### src/rtl/key_sw_io_dev_pkg.sv
// Shared definitions for the KEY/SW input device: bus addresses,
// register offsets, CTRL bit positions and the CTRL word packer.
package key_sw_io_dev_pkg;

    localparam logic [31:0] ADDRKEY  = 32'hFFFFF080;
    localparam logic [31:0] ADDRSW   = 32'hFFFFF090;
    localparam logic [31:0] DATA_OFF = 32'd0;
    localparam logic [31:0] CTRL_OFF = 32'd4;

    localparam int READY_BIT   = 0;
    localparam int OVERRUN_BIT = 2;
    localparam int IE_BIT      = 8;

    typedef enum logic [2:0] {
        REG_NONE,
        REG_KDATA,
        REG_KCTRL,
        REG_SDATA,
        REG_SCTRL
    } reg_sel_e;

    function automatic logic [IE_BIT:0] ctrl_word(
        input logic rdy,
        input logic ovr,
        input logic ie
    );
        logic [IE_BIT:0] w;
        w              = '0;
        w[READY_BIT]   = rdy;
        w[OVERRUN_BIT] = ovr;
        w[IE_BIT]      = ie;
        return w;
    endfunction

endpackage

### src/rtl/key_sw_io_dev_if.sv
// MEM-stage load/store port between the CPU (master) and an
// I/O responder (slave).
interface key_sw_io_dev_if #(
    parameter int DBITS = 32
);
    logic [DBITS-1:0] addr;
    logic             rd_en;
    logic             wr_en;
    logic [DBITS-1:0] wr_data;
    logic             hit;
    logic [DBITS-1:0] rd_data;

    modport master (
        output addr,
        output rd_en,
        output wr_en,
        output wr_data,
        input  hit,
        input  rd_data
    );

    modport slave (
        input  addr,
        input  rd_en,
        input  wr_en,
        input  wr_data,
        output hit,
        output rd_data
    );
endinterface

### src/rtl/key_sw_io_dev_io_status_reg.sv
// Data register plus sticky ready/overrun flags and interrupt enable.
// ie is only built when KEY_SW_IRQ_EN is defined.
module io_status_reg #(
    parameter int W = 4
) (
    input  logic         clk,
    input  logic         reset,
    input  logic         i_commit,
    input  logic [W-1:0] i_new_value,
    input  logic         i_data_read,
    input  logic         i_ctrl_write,
    input  logic         i_ovf_wbit,
    input  logic         i_ie_wbit,
    output logic [W-1:0] o_data,
    output logic         o_ready,
    output logic         o_overrun,
    output logic         o_ie
);

    logic [W-1:0] r_data;
    logic         r_ready;
    logic         r_overrun;
    logic         w_ovf_set;
    logic         w_ovf_clr;

    // A read landing on the same edge as a commit consumes the old
    // value, so the new one is not an overrun.
    assign w_ovf_set = i_commit & r_ready & ~i_data_read;
    assign w_ovf_clr = i_ctrl_write & ~i_ovf_wbit;

    always_ff @(posedge clk or posedge reset) begin
        if (reset) begin
            r_data    <= '0;
            r_ready   <= 1'b0;
            r_overrun <= 1'b0;
        end else begin
            if (i_commit) begin
                r_data <= i_new_value;
            end
            if (i_commit) begin
                r_ready <= 1'b1;
            end else if (i_data_read) begin
                r_ready <= 1'b0;
            end
            if (w_ovf_set) begin
                r_overrun <= 1'b1;
            end else if (w_ovf_clr) begin
                r_overrun <= 1'b0;
            end
        end
    end

`ifdef KEY_SW_IRQ_EN
    logic r_ie;

    always_ff @(posedge clk or posedge reset) begin
        if (reset) begin
            r_ie <= 1'b0;
        end else if (i_ctrl_write) begin
            r_ie <= i_ie_wbit;
        end
    end

    assign o_ie = r_ie;
`else
    logic w_unused_ie;
    assign w_unused_ie = i_ie_wbit;
    assign o_ie        = 1'b0;
`endif

    assign o_data    = r_data;
    assign o_ready   = r_ready;
    assign o_overrun = r_overrun;

endmodule

### src/rtl/key_sw_io_dev.sv
// KEY/SW memory-mapped input device: pin sync, SW debounce, register
// decode and interrupt. Optional interrupts under KEY_SW_IRQ_EN.
module key_sw_io_dev
    import key_sw_io_dev_pkg::*;
#(
    parameter int               DBITS           = 32,
    parameter int               KEYBITS         = 4,
    parameter int               SWBITS          = 10,
    parameter logic [DBITS-1:0] ADDRKEY         =
        DBITS'(key_sw_io_dev_pkg::ADDRKEY),
    parameter logic [DBITS-1:0] ADDRSW          =
        DBITS'(key_sw_io_dev_pkg::ADDRSW),
    parameter int               DEBOUNCE_CYCLES = 500000,
    parameter int               CNTBITS         = 20
) (
    input  logic               clk,
    input  logic               reset,
    key_sw_io_dev_if.slave     bus,
    input  logic [KEYBITS-1:0] key_n,
    input  logic [SWBITS-1:0]  sw,
    output logic               intr
);

    localparam logic [DBITS-1:0] A_KDATA = ADDRKEY + DBITS'(DATA_OFF);
    localparam logic [DBITS-1:0] A_KCTRL = ADDRKEY + DBITS'(CTRL_OFF);
    localparam logic [DBITS-1:0] A_SDATA = ADDRSW + DBITS'(DATA_OFF);
    localparam logic [DBITS-1:0] A_SCTRL = ADDRSW + DBITS'(CTRL_OFF);
    localparam logic [CNTBITS-1:0] CNT_MAX =
        CNTBITS'(DEBOUNCE_CYCLES - 1);

    logic [KEYBITS-1:0] r_key_s1;
    logic [KEYBITS-1:0] r_key_s2;
    logic [SWBITS-1:0]  r_sw_s1;
    logic [SWBITS-1:0]  r_sw_s2;
    logic [SWBITS-1:0]  r_sw_cand;
    logic [CNTBITS-1:0] r_cnt;

    logic [DBITS-3:0]   w_word;
    reg_sel_e           w_sel;

    logic [KEYBITS-1:0] w_kdata;
    logic               w_krdy;
    logic               w_kovr;
    logic               w_kie;
    logic [SWBITS-1:0]  w_sdata;
    logic               w_srdy;
    logic               w_sovr;
    logic               w_sie;

    logic               w_key_commit;
    logic               w_sw_stable;
    logic               w_cnt_full;
    logic               w_sw_commit;
    logic               w_kdata_rd;
    logic               w_sdata_rd;
    logic               w_kctrl_wr;
    logic               w_sctrl_wr;
    logic               w_unused;

    // KEY is inverted so that a pressed key reads as 1.
    always_ff @(posedge clk or posedge reset) begin
        if (reset) begin
            r_key_s1 <= '0;
            r_key_s2 <= '0;
            r_sw_s1  <= '0;
            r_sw_s2  <= '0;
        end else begin
            r_key_s1 <= ~key_n;
            r_key_s2 <= r_key_s1;
            r_sw_s1  <= sw;
            r_sw_s2  <= r_sw_s1;
        end
    end

    assign w_sw_stable = (r_sw_s2 == r_sw_cand);
    assign w_cnt_full  = (r_cnt == CNT_MAX);

    // Any movement restarts the window; the count holds once full.
    always_ff @(posedge clk or posedge reset) begin
        if (reset) begin
            r_sw_cand <= '0;
            r_cnt     <= '0;
        end else if (!w_sw_stable) begin
            r_sw_cand <= r_sw_s2;
            r_cnt     <= '0;
        end else if (!w_cnt_full) begin
            r_cnt <= r_cnt + 1'b1;
        end
    end

    assign w_key_commit = (r_key_s2 != w_kdata);
    assign w_sw_commit  = w_sw_stable & w_cnt_full &
                          (r_sw_cand != w_sdata);

    assign w_word = bus.addr[DBITS-1:2];

    always_comb begin
        w_sel = REG_NONE;
        unique case (1'b1)
            (w_word == A_KDATA[DBITS-1:2]): w_sel = REG_KDATA;
            (w_word == A_KCTRL[DBITS-1:2]): w_sel = REG_KCTRL;
            (w_word == A_SDATA[DBITS-1:2]): w_sel = REG_SDATA;
            (w_word == A_SCTRL[DBITS-1:2]): w_sel = REG_SCTRL;
            default:                        w_sel = REG_NONE;
        endcase
    end

    assign w_kdata_rd = bus.rd_en & (w_sel == REG_KDATA);
    assign w_sdata_rd = bus.rd_en & (w_sel == REG_SDATA);
    assign w_kctrl_wr = bus.wr_en & (w_sel == REG_KCTRL);
    assign w_sctrl_wr = bus.wr_en & (w_sel == REG_SCTRL);

    assign bus.hit = (w_sel != REG_NONE);

    always_comb begin
        bus.rd_data = '0;
        case (w_sel)
            REG_KDATA: bus.rd_data = DBITS'(w_kdata);
            REG_KCTRL: bus.rd_data =
                DBITS'(ctrl_word(w_krdy, w_kovr, w_kie));
            REG_SDATA: bus.rd_data = DBITS'(w_sdata);
            REG_SCTRL: bus.rd_data =
                DBITS'(ctrl_word(w_srdy, w_sovr, w_sie));
            default:   bus.rd_data = '0;
        endcase
    end

    io_status_reg #(
        .W (KEYBITS)
    ) u_key (
        .clk          (clk),
        .reset        (reset),
        .i_commit     (w_key_commit),
        .i_new_value  (r_key_s2),
        .i_data_read  (w_kdata_rd),
        .i_ctrl_write (w_kctrl_wr),
        .i_ovf_wbit   (bus.wr_data[OVERRUN_BIT]),
        .i_ie_wbit    (bus.wr_data[IE_BIT]),
        .o_data       (w_kdata),
        .o_ready      (w_krdy),
        .o_overrun    (w_kovr),
        .o_ie         (w_kie)
    );

    io_status_reg #(
        .W (SWBITS)
    ) u_sw (
        .clk          (clk),
        .reset        (reset),
        .i_commit     (w_sw_commit),
        .i_new_value  (r_sw_cand),
        .i_data_read  (w_sdata_rd),
        .i_ctrl_write (w_sctrl_wr),
        .i_ovf_wbit   (bus.wr_data[OVERRUN_BIT]),
        .i_ie_wbit    (bus.wr_data[IE_BIT]),
        .o_data       (w_sdata),
        .o_ready      (w_srdy),
        .o_overrun    (w_sovr),
        .o_ie         (w_sie)
    );

`ifdef KEY_SW_IRQ_EN
    logic r_intr;

    always_ff @(posedge clk or posedge reset) begin
        if (reset) begin
            r_intr <= 1'b0;
        end else begin
            r_intr <= (w_krdy & w_kie) | (w_srdy & w_sie);
        end
    end

    assign intr = r_intr;
`else
    assign intr = 1'b0;
`endif

    assign w_unused = &{1'b0, bus.addr[1:0], bus.wr_data};

endmodule
### src/flat_wrapper.sv
// flat-port wrapper written by rule: the top's interface ports become plain ports
module key_sw_io_dev_flat import key_sw_io_dev_pkg::*;
#(
    parameter int               DBITS           = 32,
    parameter int               KEYBITS         = 4,
    parameter int               SWBITS          = 10,
    parameter logic [DBITS-1:0] ADDRKEY         =
        DBITS'(key_sw_io_dev_pkg::ADDRKEY),
    parameter logic [DBITS-1:0] ADDRSW          =
        DBITS'(key_sw_io_dev_pkg::ADDRSW),
    parameter int               DEBOUNCE_CYCLES = 500000,
    parameter int               CNTBITS         = 20
)
  (clk, reset, key_n, sw, intr, bus_addr, bus_rd_en, bus_wr_en, bus_wr_data, bus_hit, bus_rd_data);
  key_sw_io_dev_if #(.DBITS(DBITS)) bus_i ();
  input  logic clk;
  input  logic reset;
  input  logic [KEYBITS-1:0] key_n;
  input  logic [SWBITS-1:0] sw;
  output logic intr;
  input wire logic [$bits(bus_i.addr)-1:0] bus_addr;
  input wire logic [$bits(bus_i.rd_en)-1:0] bus_rd_en;
  input wire logic [$bits(bus_i.wr_en)-1:0] bus_wr_en;
  input wire logic [$bits(bus_i.wr_data)-1:0] bus_wr_data;
  output wire logic [$bits(bus_i.hit)-1:0] bus_hit;
  output wire logic [$bits(bus_i.rd_data)-1:0] bus_rd_data;
  assign bus_i.addr = bus_addr;
  assign bus_i.rd_en = bus_rd_en;
  assign bus_i.wr_en = bus_wr_en;
  assign bus_i.wr_data = bus_wr_data;
  assign bus_hit = bus_i.hit;
  assign bus_rd_data = bus_i.rd_data;
  key_sw_io_dev #(.DBITS(DBITS), .KEYBITS(KEYBITS), .SWBITS(SWBITS), .ADDRKEY(ADDRKEY), .ADDRSW(ADDRSW), .DEBOUNCE_CYCLES(DEBOUNCE_CYCLES), .CNTBITS(CNTBITS)) u_core (.clk(clk), .reset(reset), .bus(bus_i), .key_n(key_n), .sw(sw), .intr(intr));
endmodule
### config.mk
export PLATFORM = sky130hd
export DESIGN_NAME = key_sw_io_dev_flat
export DESIGN_NICKNAME = d
export VERILOG_FILES = /design/src/rtl/key_sw_io_dev_pkg.sv /design/src/rtl/key_sw_io_dev_if.sv /design/src/rtl/key_sw_io_dev_io_status_reg.sv /design/src/rtl/key_sw_io_dev.sv /design/src/flat_wrapper.sv
export SDC_FILE = /design/constraint.sdc
export NUM_CORES = 1
export LEC_CHECK = 0
export ABC_AREA = 1
export BUFFER_PORTS_ARGS = -buffer_cell sky130_fd_sc_hd__buf_4
export CAP_MARGIN = 20
export CORE_UTILIZATION = 56
export CTS_CLUSTER_SIZE = 10
export DETAILED_ROUTE_END_ITERATION = 6
export GPL_ROUTABILITY_DRIVEN = 0
export PLACE_DENSITY = 0.83
export RECOVER_POWER = 25
export SYNTH_ARGS = -nofsm -noshare
export SYNTH_HDL_FRONTEND = slang
export SYNTH_HIERARCHICAL = 1
export SYNTH_SLANG_ARGS = --single-unit
### constraint.sdc
create_clock -name clk -period 3 [get_ports clk]
set_input_delay 0.15 -clock clk [delete_from_list [all_inputs] [get_ports clk]]
set_output_delay 0.15 -clock clk [all_outputs]
set_load 0.01 [all_outputs]
==> out/metrics.csv <==
metric;value;unit
cell area after placement;4282;µm²
clk sinks;76;
vias in the first global route;2941;
initial antenna violation count;0;
critical path's most frequent cell;nand2_1;
Min Clock Period, post-route;2.027;ns
initial core utilization;0.5767;
relative slew slack;0.6187;
number of CTS-inserted buffers;9;
Overflow after GRT;0;
Slowest-stage cell, CP;dfrtp_1;
worst path bufs/invs;2;
Tot GR Track Use;0.2154;
Core ar.;6756;µm²
remaining antenna violation count after routing;0;
Slew @ Worst Pin;0.5711;ns
CP required;3.24;ns
CP peak stage delay;0.43;ns
post-synthesis sequential area ratio;0.4881;
critical path class;reg -> reg;
Hold Buf Count CTS;15;
n_diodes;0;
Fmax achieved;493.5;MHz
Worst EP arrival;2.26;ns
dpl ws;0.9769;ns
drt drc;0;
CTS root buf;clkbuf_8;
final-report hold violation count;0;
Post-DP HPWL;5436;µm
CTS tree;built;
status;finished, final reports clean;
Critical Path Fanout Max;12;
final number of max-transition violations;0;
largest net degree at the start of global routing;33;
Die Span Y;85.41;µm
RSZ-0062 raised after global routing;no;
Port Buffers;59;
Synth cell types;30;
worst setup margin;0.9735;ns
Post-CTS Setup Repair Bufs;0;
CP top delay family;simple AND/OR/NAND/NOR gates;
DR vias;3203;
maximum VDD drop;0.0005732;V
synthesis-to-finish area growth;18.27;%
clk slew on worst S/H paths;0.09;ns
P per Cell Area;421.5;nW/µm²
cell area after layout;4608;µm²
first-pass GRT wire length;12200;µm
Yosys warning count;6;
Yosys reg bits;76;
FF/Latch Area;1902;µm²
routed len/inst;11.19;µm
Die W;85.41;µm
Post-synth EDFFs;0;
# IOs;116;
Lkg Pwr;2.276;nW
H-Tree Depth;3;
synthesized instance count;499;
Mapped Area;3896;µm²
worst-skew pair later-pin latency;0.35;ns
CTS resizes;0;
max cap viols;0;
share of post-route cells with drive strength above 1;0.1861;
Setup crit end kind;flop;
1st-iter DRT viols;188;
nets;653;
Post-synth top flop;dfrtp_1;
fill count;539;
DRT Pass-1 Iters;5;
Final Util;0.6820;
worst path cell trace;or2_0, a21oi_1, and2_1, nand3_2, nor3_1, buf_4, inv_2, nand2_1, nand2_1;
crit path launch type;flop;
Hold Slack;0.08342;ns
ys async rst share;1.000;
Clock Skew;0.01182;ns
clock buffer depth;2;
Routed WL;7327;µm
class of the worst hold path;in -> reg;
via-per-instance ratio;4.890;
Die Footprint;7295;µm²
area of the multi-input gates;1536;µm²
number of setup violations in the final report;0;
Synth Area per Inst;7.808;µm²
total negative slack;0;ns
period utilization;0.6755;
FP Rows;30;
## synthesized netlist by cell type, types with 2 or more instances
cell type | count | area, µm²
dfrtp_1 | 76 | 1902
buf_4 | 26 | 195.2
a21oi_1 | 5 | 25.02
xnor2_1 | 9 | 78.83
nand2_2 | 4 | 25.02
a31oi_1 | 2 | 12.51
inv_1 | 69 | 259.0
nor2_1 | 67 | 251.5
clkbuf_1 | 10 | 37.54
or2_2 | 3 | 18.77
inv_2 | 7 | 26.28
xor2_1 | 4 | 35.03
nand4_1 | 18 | 112.6
o21ai_0 | 8 | 40.04
conb_1 | 3 | 11.26
nand3_2 | 2 | 20.02
nor2_2 | 5 | 31.28
nand2_1 | 132 | 495.5
nor2_4 | 4 | 45.04
nand3_1 | 19 | 95.09
buf_6 | 2 | 22.52
o22ai_1 | 2 | 12.51
nor3_1 | 14 | 70.07
o21ai_2 | 2 | 17.52
## sequential cells by signal (all words and copies together) (netlist names)
name and flops:
u_core/r_cnt 20, u_core/u_sw/o_data 10, u_core/u_key/o_ready 1, u_core/u_sw/o_ready 1, u_core/r_key_s1 4, u_core/r_key_s2 4, u_core/r_sw_s2 10, u_core/r_sw_s1 10
u_core/u_key/o_overrun 1, u_core/r_sw_cand 10, u_core/u_key/o_data 4, u_core/u_sw/o_overrun 1
## report_power, final
group	leakage (nW)	total (mW)	switching [mW]	internal [mW]
clock network	0.0910	0.706	0.394	0.311
logic	1.24	0.159	0.0801	0.0786
registers	0.949	1.08	0.0228	1.06
total	2.28	1.94	0.497	1.45
## through the flow
step / power (mW) / cells
final: 1.943 / 655
after detailed placement: 1.244 / 624
after floorplan: 1.201 / 521
after global routing: 2.029 / 655
after CTS: 1.965 / 655
after global placement: 1.236 / 624
## per-layer routing
layer	share of wire	GRT usage	vias to the layer above	routed length, µm
li1	-	-	1611	-
met1	0.44	0.2560	1466	3199
met2	0.48	0.3731	111	3531
met3	0.058	0.03696	15	425
met4	0.023	0.1167	0	171
met5	0	0	-	0
## worst paths after layout
path                       slack, ns  depth (start not counted)                     end           startpoint
max                             0.97                          9   u_core/u_sw/o_data[0]  u_core/r_sw_cand[1]
min                             0.08                          5  u_core/u_key/o_overrun       bus_wr_data[2]
min in group asynchronous       0.28                          3  u_core/u_key/o_data[0]                reset
max in group asynchronous       1.78                          4        u_core/r_cnt[14]                reset
max reg2reg                     0.97                          9   u_core/u_sw/o_data[0]  u_core/r_sw_cand[1]
min reg2reg                     0.35                          0       u_core/r_sw_s2[5]    u_core/r_sw_s1[5]
## area by class of cell
class,instances,share of cell area
clock inverter,7,0.01222
clock buffer,9,0.02688
inverter,76,0.06191
sequential,76,0.4127
multi-input combinational,331,0.3334
timing repair buffer,76,0.1311
tap,80,0.02172
## tightest hold or removal path: stages
cell	delay, ns
buf_4	0.08
inv_1	0.03
nand2_1	0.04
nand2_1	0.04
nand2_1	0.05
## cell usage in the layout, fill, tap and decap left out, types with 10 or more instances in the layout
cell	instances
dlygate4sd3_1	15
conb_1	25
clkbuf_4	10
nand3_1	19
buf_4	50
nand4_1	18
nor2_1	67
dfrtp_1	76
nor3_1	14
inv_1	68
nand2_1	132
## cells by family after synthesis
| family | synth area share |
|---|---|
| compound gates | 0.02762 |
| xor+xnor | 0.02922 |
| fa+ha+maj | 0.003211 |
| buf+inv | 0.1387 |
| flops | 0.4881 |
| other cells | 0.002890 |
| simple gates | 0.3102 |
(Power assumes the default switching activity.)
